File: config.mk
export PLATFORM = sky130hd
export DESIGN_NAME = cpu_ctrl_flat
export DESIGN_NICKNAME = d
export VERILOG_FILES = /design/src/rtl/cpu_pkg.sv /design/src/rtl/cpu_ctrl_if.sv /design/src/rtl/cpu_ctrl_cond_check.sv /design/src/rtl/cpu_ctrl.sv /design/src/flat_wrapper.sv
export SDC_FILE = /design/constraint.sdc
export NUM_CORES = 1
export LEC_CHECK = 0
export BUFFER_PORTS_ARGS = -buffer_cell sky130_fd_sc_hd__buf_2
export CAP_MARGIN = 20
export CORE_MARGIN = 2
export CORE_UTILIZATION = 47
export DETAILED_ROUTE_END_ITERATION = 7
export HOLD_SLACK_MARGIN = 0.02
export PLACE_DENSITY = 0.85
export SYNTH_ARGS = -nofsm -noshare
export SYNTH_HDL_FRONTEND = slang
export SYNTH_SLANG_ARGS = --single-unit
File: constraint.sdc
create_clock -name clk -period 2.5 [get_ports clk]
set_clock_uncertainty 0.1 [all_clocks]
set_input_delay 0.5 -clock clk [delete_from_list [all_inputs] [get_ports clk]]
set_output_delay 0.5 -clock clk [all_outputs]
set_load 0.01 [all_outputs]
File: src/rtl/cpu_pkg.sv
// rtl/cpu_pkg.sv - shared types and constants for the cpu_ctrl sequencer
package cpu_pkg;

  typedef enum logic [2:0] {
    S_IDLE      = 3'd0,
    S_FETCH     = 3'd1,
    S_DECODE    = 3'd2,
    S_EXECUTE   = 3'd3,
    S_WRITEBACK = 3'd4,
    S_HALT      = 3'd5
  } state_t;

  localparam logic [3:0] OP_AND = 4'b0000;
  localparam logic [3:0] OP_EOR = 4'b0001;
  localparam logic [3:0] OP_SUB = 4'b0010;
  localparam logic [3:0] OP_RSB = 4'b0011;
  localparam logic [3:0] OP_ADD = 4'b0100;
  localparam logic [3:0] OP_ADC = 4'b0101;
  localparam logic [3:0] OP_SBC = 4'b0110;
  localparam logic [3:0] OP_RSC = 4'b0111;
  localparam logic [3:0] OP_TST = 4'b1000;
  localparam logic [3:0] OP_TEQ = 4'b1001;
  localparam logic [3:0] OP_CMP = 4'b1010;
  localparam logic [3:0] OP_CMN = 4'b1011;
  localparam logic [3:0] OP_ORR = 4'b1100;
  localparam logic [3:0] OP_MOV = 4'b1101;
  localparam logic [3:0] OP_BIC = 4'b1110;
  localparam logic [3:0] OP_MVN = 4'b1111;

  localparam logic [3:0] COND_EQ = 4'b0000;
  localparam logic [3:0] COND_NE = 4'b0001;
  localparam logic [3:0] COND_CS = 4'b0010;
  localparam logic [3:0] COND_CC = 4'b0011;
  localparam logic [3:0] COND_MI = 4'b0100;
  localparam logic [3:0] COND_PL = 4'b0101;
  localparam logic [3:0] COND_VS = 4'b0110;
  localparam logic [3:0] COND_VC = 4'b0111;
  localparam logic [3:0] COND_HI = 4'b1000;
  localparam logic [3:0] COND_LS = 4'b1001;
  localparam logic [3:0] COND_GE = 4'b1010;
  localparam logic [3:0] COND_LT = 4'b1011;
  localparam logic [3:0] COND_GT = 4'b1100;
  localparam logic [3:0] COND_LE = 4'b1101;
  localparam logic [3:0] COND_AL = 4'b1110;
  localparam logic [3:0] COND_NV = 4'b1111;

  localparam int FLAG_N = 3;
  localparam int FLAG_Z = 2;
  localparam int FLAG_C = 1;
  localparam int FLAG_V = 0;

  localparam int COND_LO  = 28;
  localparam int CLASS_HI = 27;
  localparam int I_BIT    = 25;
  localparam int L_BIT    = 24;
  localparam int OPC_LO   = 21;
  localparam int S_BIT    = 20;
  localparam int RN_LO    = 16;
  localparam int RD_LO    = 12;
  localparam int RS_LO    = 8;
  localparam int SAMT_LO  = 7;
  localparam int STYP_LO  = 5;
  localparam int SREG_BIT = 4;
  localparam int RM_LO    = 0;

  // Zero-extended imm8 rotated right by twice the 4-bit rotate field.
  function automatic logic [31:0] rot_imm(input logic [7:0] imm8, input logic [3:0] rot);
    logic [63:0] dbl;
    dbl = {24'd0, imm8, 24'd0, imm8} >> {rot, 1'b0};
    return dbl[31:0];
  endfunction

endpackage

File: src/rtl/cpu_ctrl_if.sv
// rtl/cpu_ctrl_if.sv - fetch handshake and register-bank control bundle
interface cpu_ctrl_if;
  logic        imem_req;
  logic        imem_ack;
  logic [31:0] instr_in;
  logic [3:0]  cpsr_in;
  logic [3:0]  read_A_select;
  logic [3:0]  read_B_select;
  logic [3:0]  read_C_select;
  logic        read_B_en;
  logic [3:0]  write_select;
  logic        write_en;
  logic        write_pc_en;
  logic        write_lr_en;
  logic        write_cpsr_en;
  logic [3:0]  alu_op;
  logic        set_flags;
  logic        alu_b_sel;
  logic [31:0] imm_out;
  logic [1:0]  shift_type;
  logic [4:0]  shift_amt;
  logic        shift_by_reg;
  logic        halted;

  modport master (
    input  imem_ack, instr_in, cpsr_in,
    output imem_req, read_A_select, read_B_select, read_C_select, read_B_en,
           write_select, write_en, write_pc_en, write_lr_en, write_cpsr_en,
           alu_op, set_flags, alu_b_sel, imm_out, shift_type, shift_amt,
           shift_by_reg, halted
  );

  modport slave (
    output imem_ack, instr_in, cpsr_in,
    input  imem_req, read_A_select, read_B_select, read_C_select, read_B_en,
           write_select, write_en, write_pc_en, write_lr_en, write_cpsr_en,
           alu_op, set_flags, alu_b_sel, imm_out, shift_type, shift_amt,
           shift_by_reg, halted
  );
endinterface

File: src/rtl/cpu_ctrl_cond_check.sv
// rtl/cpu_ctrl_cond_check.sv - ARM condition-code evaluation against NZCV
module cond_check
  import cpu_pkg::*;
(
  input  logic [3:0] cond,
  input  logic [3:0] nzcv,
  output logic       pass
);
  logic n, z, c, v;

  assign n = nzcv[FLAG_N];
  assign z = nzcv[FLAG_Z];
  assign c = nzcv[FLAG_C];
  assign v = nzcv[FLAG_V];

  always_comb begin
    pass = 1'b0;
    case (cond)
      COND_EQ: pass = z;
      COND_NE: pass = !z;
      COND_CS: pass = c;
      COND_CC: pass = !c;
      COND_MI: pass = n;
      COND_PL: pass = !n;
      COND_VS: pass = v;
      COND_VC: pass = !v;
      COND_HI: pass = c && !z;
      COND_LS: pass = !c || z;
      COND_GE: pass = (n == v);
      COND_LT: pass = (n != v);
      COND_GT: pass = !z && (n == v);
      COND_LE: pass = z || (n != v);
      COND_AL: pass = 1'b1;
      COND_NV: pass = 1'b0;
      default: pass = 1'b0;
    endcase
  end
endmodule

File: src/rtl/cpu_ctrl.sv
// rtl/cpu_ctrl.sv - multi-cycle fetch/decode/execute/writeback sequencer
// All outputs are Moore, decoded from the state register and IR.
module cpu_ctrl
  import cpu_pkg::*;
(
  input  logic       clk,
  input  logic       reset,
  cpu_ctrl_if.master bus
);
  state_t      state, state_nxt;
  logic [31:0] ir;
  logic [3:0]  opcode;
  logic        is_dp, is_br, is_cmp, undef, pass, sel_on;

  logic [3:0]  d_a_sel, d_b_sel, d_c_sel, d_wsel, d_alu_op;
  logic        d_b_en, d_set_flags, d_imm_sel, d_sbr, d_lr;
  logic [31:0] d_imm;
  logic [1:0]  d_stype;
  logic [4:0]  d_samt;

  assign opcode = ir[OPC_LO +: 4];
  assign is_dp  = (ir[CLASS_HI -: 2] == 2'b00);
  assign is_br  = (ir[CLASS_HI -: 3] == 3'b101);
  assign is_cmp = is_dp && (opcode inside {OP_TST, OP_TEQ, OP_CMP, OP_CMN});
  assign undef  = (ir[COND_LO +: 4] == COND_NV) || !(is_dp || is_br) ||
                  (is_cmp && !ir[S_BIT]);

  cond_check u_cond_check (
    .cond (ir[COND_LO +: 4]),
    .nzcv (bus.cpsr_in),
    .pass (pass)
  );

  always_ff @(posedge clk or posedge reset) begin
    if (reset) begin
      state <= S_IDLE;
      ir    <= '0;
    end else begin
      state <= state_nxt;
      if (state == S_FETCH && bus.imem_ack)
        ir <= bus.instr_in;
    end
  end

  always_comb begin
    state_nxt = state;
    case (state)
      S_IDLE:      state_nxt = S_FETCH;
      S_FETCH:     state_nxt = bus.imem_ack ? S_DECODE : S_FETCH;
      S_DECODE:    state_nxt = undef ? S_HALT : (pass ? S_EXECUTE : S_FETCH);
      S_EXECUTE:   state_nxt = S_WRITEBACK;
      S_WRITEBACK: state_nxt = S_FETCH;
      S_HALT:      state_nxt = S_HALT;
      default:     state_nxt = S_IDLE;
    endcase
  end

  always_comb begin
    d_a_sel     = '0;
    d_b_sel     = '0;
    d_c_sel     = '0;
    d_wsel      = '0;
    d_alu_op    = '0;
    d_b_en      = 1'b0;
    d_set_flags = 1'b0;
    d_imm_sel   = 1'b0;
    d_sbr       = 1'b0;
    d_lr        = 1'b0;
    d_imm       = '0;
    d_stype     = '0;
    d_samt      = '0;
    if (is_br) begin
      // B/BL computes PC + offset; PC already points at instruction + 4.
      d_a_sel   = 4'd15;
      d_alu_op  = OP_ADD;
      d_imm_sel = 1'b1;
      d_imm     = {{6{ir[23]}}, ir[23:0], 2'b00};
      d_wsel    = 4'd15;
      d_lr      = ir[L_BIT];
    end else if (is_dp) begin
      d_a_sel     = ir[RN_LO +: 4];
      d_wsel      = ir[RD_LO +: 4];
      d_alu_op    = opcode;
      d_set_flags = ir[S_BIT];
      if (ir[I_BIT]) begin
        d_imm_sel = 1'b1;
        d_imm     = rot_imm(ir[7:0], ir[11:8]);
      end else begin
        d_b_sel = ir[RM_LO +: 4];
        d_b_en  = 1'b1;
        d_stype = ir[STYP_LO +: 2];
        if (ir[SREG_BIT]) begin
          d_c_sel = ir[RS_LO +: 4];
          d_sbr   = 1'b1;
        end else begin
          d_samt  = ir[SAMT_LO +: 5];
        end
      end
    end
  end

  assign sel_on = (state == S_DECODE) || (state == S_EXECUTE) || (state == S_WRITEBACK);

  always_comb begin
    bus.imem_req      = 1'b0;
    bus.write_en      = 1'b0;
    bus.write_pc_en   = 1'b0;
    bus.write_lr_en   = 1'b0;
    bus.write_cpsr_en = 1'b0;
    bus.halted        = 1'b0;
    bus.read_A_select = sel_on ? d_a_sel     : 4'd0;
    bus.read_B_select = sel_on ? d_b_sel     : 4'd0;
    bus.read_C_select = sel_on ? d_c_sel     : 4'd0;
    bus.read_B_en     = sel_on && d_b_en;
    bus.write_select  = sel_on ? d_wsel      : 4'd0;
    bus.alu_op        = sel_on ? d_alu_op    : 4'd0;
    bus.set_flags     = sel_on && d_set_flags;
    bus.alu_b_sel     = sel_on && d_imm_sel;
    bus.imm_out       = sel_on ? d_imm       : 32'd0;
    bus.shift_type    = sel_on ? d_stype     : 2'd0;
    bus.shift_amt     = sel_on ? d_samt      : 5'd0;
    bus.shift_by_reg  = sel_on && d_sbr;
    case (state)
      S_FETCH:  bus.imem_req    = 1'b1;
      S_DECODE: bus.write_pc_en = 1'b1;
      S_WRITEBACK: begin
        bus.write_en      = !is_cmp;
        bus.write_cpsr_en = d_set_flags || is_cmp;
        bus.write_lr_en   = d_lr;
      end
      S_HALT:   bus.halted      = 1'b1;
      default:  ;
    endcase
  end
endmodule
File: src/flat_wrapper.sv
// flat-port wrapper written by rule: the top's interface ports become plain ports
module cpu_ctrl_flat import cpu_pkg::*;
  (clk, reset, bus_imem_ack, bus_instr_in, bus_cpsr_in, bus_imem_req, bus_read_A_select, bus_read_B_select, bus_read_C_select, bus_read_B_en, bus_write_select, bus_write_en, bus_write_pc_en, bus_write_lr_en, bus_write_cpsr_en, bus_alu_op, bus_set_flags, bus_alu_b_sel, bus_imm_out, bus_shift_type, bus_shift_amt, bus_shift_by_reg, bus_halted);
  cpu_ctrl_if bus_i ();
  input  logic clk;
  input  logic reset;
  input wire logic [$bits(bus_i.imem_ack)-1:0] bus_imem_ack;
  input wire logic [$bits(bus_i.instr_in)-1:0] bus_instr_in;
  input wire logic [$bits(bus_i.cpsr_in)-1:0] bus_cpsr_in;
  output wire logic [$bits(bus_i.imem_req)-1:0] bus_imem_req;
  output wire logic [$bits(bus_i.read_A_select)-1:0] bus_read_A_select;
  output wire logic [$bits(bus_i.read_B_select)-1:0] bus_read_B_select;
  output wire logic [$bits(bus_i.read_C_select)-1:0] bus_read_C_select;
  output wire logic [$bits(bus_i.read_B_en)-1:0] bus_read_B_en;
  output wire logic [$bits(bus_i.write_select)-1:0] bus_write_select;
  output wire logic [$bits(bus_i.write_en)-1:0] bus_write_en;
  output wire logic [$bits(bus_i.write_pc_en)-1:0] bus_write_pc_en;
  output wire logic [$bits(bus_i.write_lr_en)-1:0] bus_write_lr_en;
  output wire logic [$bits(bus_i.write_cpsr_en)-1:0] bus_write_cpsr_en;
  output wire logic [$bits(bus_i.alu_op)-1:0] bus_alu_op;
  output wire logic [$bits(bus_i.set_flags)-1:0] bus_set_flags;
  output wire logic [$bits(bus_i.alu_b_sel)-1:0] bus_alu_b_sel;
  output wire logic [$bits(bus_i.imm_out)-1:0] bus_imm_out;
  output wire logic [$bits(bus_i.shift_type)-1:0] bus_shift_type;
  output wire logic [$bits(bus_i.shift_amt)-1:0] bus_shift_amt;
  output wire logic [$bits(bus_i.shift_by_reg)-1:0] bus_shift_by_reg;
  output wire logic [$bits(bus_i.halted)-1:0] bus_halted;
  assign bus_i.imem_ack = bus_imem_ack;
  assign bus_i.instr_in = bus_instr_in;
  assign bus_i.cpsr_in = bus_cpsr_in;
  assign bus_imem_req = bus_i.imem_req;
  assign bus_read_A_select = bus_i.read_A_select;
  assign bus_read_B_select = bus_i.read_B_select;
  assign bus_read_C_select = bus_i.read_C_select;
  assign bus_read_B_en = bus_i.read_B_en;
  assign bus_write_select = bus_i.write_select;
  assign bus_write_en = bus_i.write_en;
  assign bus_write_pc_en = bus_i.write_pc_en;
  assign bus_write_lr_en = bus_i.write_lr_en;
  assign bus_write_cpsr_en = bus_i.write_cpsr_en;
  assign bus_alu_op = bus_i.alu_op;
  assign bus_set_flags = bus_i.set_flags;
  assign bus_alu_b_sel = bus_i.alu_b_sel;
  assign bus_imm_out = bus_i.imm_out;
  assign bus_shift_type = bus_i.shift_type;
  assign bus_shift_amt = bus_i.shift_amt;
  assign bus_shift_by_reg = bus_i.shift_by_reg;
  assign bus_halted = bus_i.halted;
  cpu_ctrl u_core (.clk(clk), .reset(reset), .bus(bus_i));
endmodule
Word-level counts from Yosys, hierarchy flattened
Cells that the tools add are included.
{ "totals": {"ff_bits": 35, "inputBits": 39, "out_inout_bits": 69} }
{ "op_classes": {"eq_ne": 27, "n_shift": 1, "muxes": 55, "n_reduce_logical": 29} }
{ "op_table": {"columns": ["operator", "n"], "rows": [
  ["2-to-1 mux 32 bit", 4],
  ["2-to-1 mux 4 bit", 18],
  ["equality test 4 bit (second input constant)", 12],
  ["right shift 40 x 5 -> 32 bit", 1],
  ["2-to-1 mux 5 bit", 5],
  ["2-to-1 mux 1 bit", 19],
  ["equality test 4 x 3 -> 1 bit (second input constant)", 4],
  ["one-hot mux 1 bit (16 select lines)", 1],
  ["one-hot mux 3 bit (5 select lines)", 1],
  ["2-to-1 mux 2 bit", 6],
  ["equality test 3 bit (second input constant)", 3],
  ["logical AND 1 bit", 9],
  ["equality test 4 x 2 -> 1 bit (second input constant)", 2],
  ["logical OR 1 bit", 8],
  ["zero test 1 bit", 7],
  ["equality test 3 x 2 -> 1 bit (second input constant)", 2],
  ["equality test 4 x 1 -> 1 bit (second input constant)", 1],
  ["zero test 4 bit", 1],
  ["nonzero test 4 bit", 1],
  ["equality test 3 x 1 -> 1 bit (second input constant)", 1],
  ["zero test 3 bit", 1],
  ["2-to-1 mux 3 bit", 1],
  ["zero test 2 bit", 1],
  ["OR reduction 2 bit", 1],
  ["other kinds (2)", 2]
]} }

Depth between registers and ports, before layout
{ "logic_depth": {"depth_word": 7, "mapped_depth": 7, "depth_no_buf": 4} }

By module
A second synthesis with hierarchy kept.
{ "hier_totals": {"cells_unflattened": 307, "hier_area_um2": 2740.1} }
{ "by_module_without_submodules": {"columns": ["mod", "instances", "cells_per_inst", "area_each_um2"], "rows": [
  ["cpu_ctrl", 1, 284, 2585.0],
  ["cond_check", 1, 23, 155.1]
]} }

Least setup slack after synthesis
OpenSTA, ideal clock, no wires.
{ "synth_timing": {"kind": "register to output", "from": "register u_core.ir[26]", "to": "output bus_imm_out[4]", "arrival_ns": 1.528, "slack_ns": 0.372, "stages_incl_launch_ff": 6, "cell_sequence": "dfrtp_1 > buf_2 > nor4b_4 > nor3b_4 > a22oi_1 > a21oi_1"} }
{ "synth_between": {"elab_chain_len": 4, "word_cells_on_any_way": 5, "classes_between": "1 x eq/ne; 3 x mux; 1 x reduce/logical"} }
{ "synth_lines": {"columns": ["item", "line", "text"], "rows": [
  ["from (decl)", "cpu_ctrl.sv:11", "logic [31:0] ir;"],
  ["from (signal assigned)", "cpu_ctrl.sv:41", "ir <= bus.instr_in;"],
  ["zero test 2 bit", "cpu_ctrl.sv:22", "assign is_dp = (ir[CLASS_HI -: 2] == 2'b00);"],
  ["2-to-1 mux 32 bit", "cpu_ctrl.sv:80", "end else if (is_dp) begin"],
  ["2-to-1 mux 32 bit (*)", "cpu_ctrl.sv:72", "if (is_br) begin"],
  ["2-to-1 mux 32 bit (*)", "cpu_ctrl.sv:119", "bus.imm_out = sel_on ? d_imm : 32'd0;"],
  ["to (decl)", "flat_wrapper.sv:23", "output wire logic [$bits(bus_i.imm_out)-1:0] bus_imm_out;"]
]} }
Every way passes the cells marked *; elsewhere a longest branch is shown, timed or not.

Worst setup path after layout
{ "layout_timing": {"from": "register u_core.ir[8]", "to": "output bus_imm_out[12]"} }
{ "layout_between": {"elab_chain_len": 5} }
{ "layout_lines": {"columns": ["item", "line", "text"], "rows": [
  ["right shift 40 x 5 -> 32 bit", "cpu_pkg.sv:69", "dbl = {24'd0, imm8, 24'd0, imm8} >> {rot, 1'b0};"],
  ["2-to-1 mux 32 bit", "cpu_ctrl.sv:85", "if (ir[I_BIT]) begin"],
  ["2-to-1 mux 32 bit", "cpu_ctrl.sv:80", null],
  ["2-to-1 mux 32 bit", "cpu_ctrl.sv:72", null],
  ["2-to-1 mux 32 bit", "cpu_ctrl.sv:119", null]
]} }
Every way passes these cells.

==> flow_metrics.py <==
metrics = {
    "die": {
        "dieHeight_um": 79.46,
        "die_area_um2": 6314,
        "io-pin-count": 108,
        "core_area_um2": 5507,
        "die_w_um": 79.46,
        "initial_core_util": 0.4860,
        "rows": 27,
    },
    "outcome": {
        "outcome": "complete, no violations",
    },
    "worst_setup_path": {
        "start_kind": "register",
        "path_depth": 5,
        "worst-path-buf-inv": 2,
        "worst_ep_arrival_time_ns": 1.88,
        "crit_slowest_cell": "mux2_2",
        "crit_path_end_kind": "output pin",
        "ff2ff_setup_slack_ns": 0.55,
        "cp_top_family": "compound AO/OA/AOI/OAI gates",
        "r2r_cells": 4,
        "r2r-start": "u_core.state[1]$_DFF_PP0_",
        "critPathKind": "reg2out",
        "timing.critical_path.to": "bus_imm_out[12]",
        "max_stage_delay_ns": 0.41,
        "cp-startpoint": "u_core.ir[8]$_DFFE_PP0P_",
        "rr_endpoint": "u_core.ir[21]$_DFFE_PP0P_",
        "cp_cell_sequence": "clkbuf_2 -> mux2_2 -> a22o_1 -> a32o_1 -> buf_2",
        "cp.required_ns": 1.90,
        "cp_max_fo": 5,
    },
    "worst_hold_path": {
        "hold_class": "in2async",
    },
    "sta": {
        "rsz0062_at_grt": "yes",
        "fmax_mhz": 403.0,
        "final-max-slew-violation-count": 0,
        "worst_pin_slew_ns": 0.4526,
        "fin_crit_ns": 2.481,
        "period_share": 0.9925,
        "setup-tns-final_ns": 0,
        "relSlewSlack": 0.6983,
        "hold_violations": 0,
        "report.final.setup_viol": 0,
    },
    "synth": {
        "yosys_warnings": 0,
        "synth_top_area_cell": "dfrtp_1",
        "synth.top_cells.by_count": "dfrtp_1, mux2_2, nand2_1",
        "synthFlopType": "dfrtp_1",
        "synth_fp_nets": 336,
        "synth_top_area_share": 0.3273,
        "synth_edf_count": 0,
        "synth_most_common_cell": "dfrtp_1",
        "ys_ff_latch": 35,
        "async_reset_ff_frac": 1.000,
        "yosys-top-cells-area": "dfrtp_1, mux2_2, o21ai_0, nand2_1, and3_1",
        "syn_area_um2": 2676,
        "synth.avg_cell_area_um2": 9.011,
        "synth.distinct_cells": 59,
        "ys_seq_area_frac": 0.3273,
        "syn_inst": 297,
    },
    "finish": {
        "filler_cell_count": 460,
        "area_growth_pct": 40.21,
        "final_util": 0.6814,
        "seq_area_um2": 883.3,
        "postLayoutCellArea_um2": 3752,
        "multi_input_area_um2": 1743,
        "finalNetCount": 467,
        "drive_above_1_share": 0.5361,
        "antennaDiodeCount": 0,
    },
    "clock_network": {
        "h-tree-depth": 2,
        "ctsRootBufferMaster": "clkbuf_8",
        "clockBufferDepth": 2,
        "cts_tree": "yes",
        "clk_pin_slew_worst_paths_ns": 0.07,
        "cts_inserted_buffers": 5,
        "clock_latency_ns": 0.30,
        "clock-sinks": 35,
    },
    "detailed_routing": {
        "post_drt_wl_per_cell_um": 18.07,
        "vias": 2983,
        "vias_per_cell": 5.954,
        "routed_wl_um": 9052,
        "first_iter_violations": 344,
        "drtAntennaViolNets": 0,
        "drc_errors": 0,
        "drt-pass1-iter-count": 6,
    },
    "placement": {
        "place_congestion": 0.9671,
        "placed_cell_area_um2": 3396,
        "hpwl_um": 6498,
        "numPortBuffers": 107,
    },
    "power_and_ir_drop": {
        "p_per_area_nw_per_um2": 1168,
        "power.total_mw": 4.383,
        "ir_worst_vdd_v": 0.0006580,
        "leakage_nw": 1.870,
    },
    "flow_run": {
        "cap_violations": 0,
    },
    "global_route": {
        "grt_max_degree": 36,
        "antenna_found_initial": 0,
        "grt_overflow": 0,
        "track_usage": 0.2806,
        "first_global_vias": 2652,
        "grt_pass1_wl_um": 13770,
    },
}
==> cells by family after synthesis <==
family / count (synthesis) / synth area share
flops: 35 / 0.3273
xor+xnor: 2 / 0.006546
buf+inv: 33 / 0.05750
simple gates: 105 / 0.2370
mux: 36 / 0.1496
compound gates: 86 / 0.2221
==> repair_timing <==
item                                    CTS  global route
pin swaps                                 2             6
setup buffers                             4             9
gates resized for setup                   8            43
hold buffers                              0             0
endpoints found under the setup margin   31            51
==> power breakdown <==
group	leakage, nW	internal (mW)	total (mW)	switching [mW]
logic	1.40	1.20	2.51	1.30
clock network	0.0618	0.328	0.556	0.227
registers	0.409	0.858	1.32	0.464
total	1.87	2.39	4.38	1.99
==> worst reg2reg max path: stages, from the launching register on <==
cell and delay (ns):
dfrtp_1 0.39, buf_6 0.14, and4bb_2 0.56, buf_4 0.29, mux2_2 0.36
==> worst min path at each step <==
stage / startpoint / cells after the start / endpoint
floorplan: u_core.ir[22]$_DFFE_PP0P_ / 1 / u_core.ir[22]$_DFFE_PP0P_
global placement: u_core.ir[16]$_DFFE_PP0P_ / 1 / u_core.ir[16]$_DFFE_PP0P_
detailed placement: u_core.ir[19]$_DFFE_PP0P_ / 1 / u_core.ir[19]$_DFFE_PP0P_
CTS: reset / 3 / u_core.ir[13]$_DFFE_PP0P_
global route: reset / 3 / u_core.ir[21]$_DFFE_PP0P_
finish: reset / 3 / u_core.ir[16]$_DFFE_PP0P_
==> final cells by class <==
type                       instances  area share
clock inverter                     2     0.01034
sequential                        35      0.2354
clock buffer                       6     0.02201
tap                               72     0.02401
timing repair buffer             149      0.2357
multi-input combinational        229      0.4645
inverter                           8    0.008003
==> metal layers <==
metal,routed length [µm],share of wire,track usage,vias up
met1,3489,0.39,0.3677,1418
met2,4535,0.50,0.4756,186
met4,153,0.017,0.07586,0
li1,-,-,-,1357
met5,0,0,0,-
met3,873,0.096,0.04977,22
==> flip-flops by register name (all words and copies together), names as in the netlist <==
register,count
u_core.state,3
u_core.ir,32
==> cells in the final DEF (no fill, tap or decap), drive strengths merged, types with 2 or more instances in the layout <==
master	synthesis	layout
buf	16	146
dfrtp	35	35
mux2	32	32
nand2	26	26
o21ai	23	23
nor2	15	15
a21oi	14	14
and3	12	12
a21o	9	9
inv	8	9
and2	9	9
clkbuf	9	9
a22oi	7	7
nor2b	7	7
nor3	7	7
o22ai	6	6
a32oi	6	6
nand3b	4	4
a22o	4	4
a41oi	4	4
nor3b	4	4
mux2i	4	4
and4bb	2	2
and3b	2	2
a32o	2	2
nand4	2	2
o31ai	2	2
nor4	2	2
nand2b	2	2
a21boi	2	2
and2b	2	2
nand3	2	2
==> stage by stage <==
| stage | worst slack, ns | hold slack [ns] | instances |
|---|---|---|---|
| after detailed placement | 0.1891 | 0.4269 | 480 |
| after global placement | 0.2198 | 0.4203 | 480 |
| after floorplan | 0.3725 | 0.3857 | 297 |
| final | 0.01875 | 0.2124 | 501 |
| after global routing | -0.06353 | 0.2699 | 501 |
| after CTS | 0.009657 | 0.2292 | 492 |
Power figures use the tool's default switching activity.
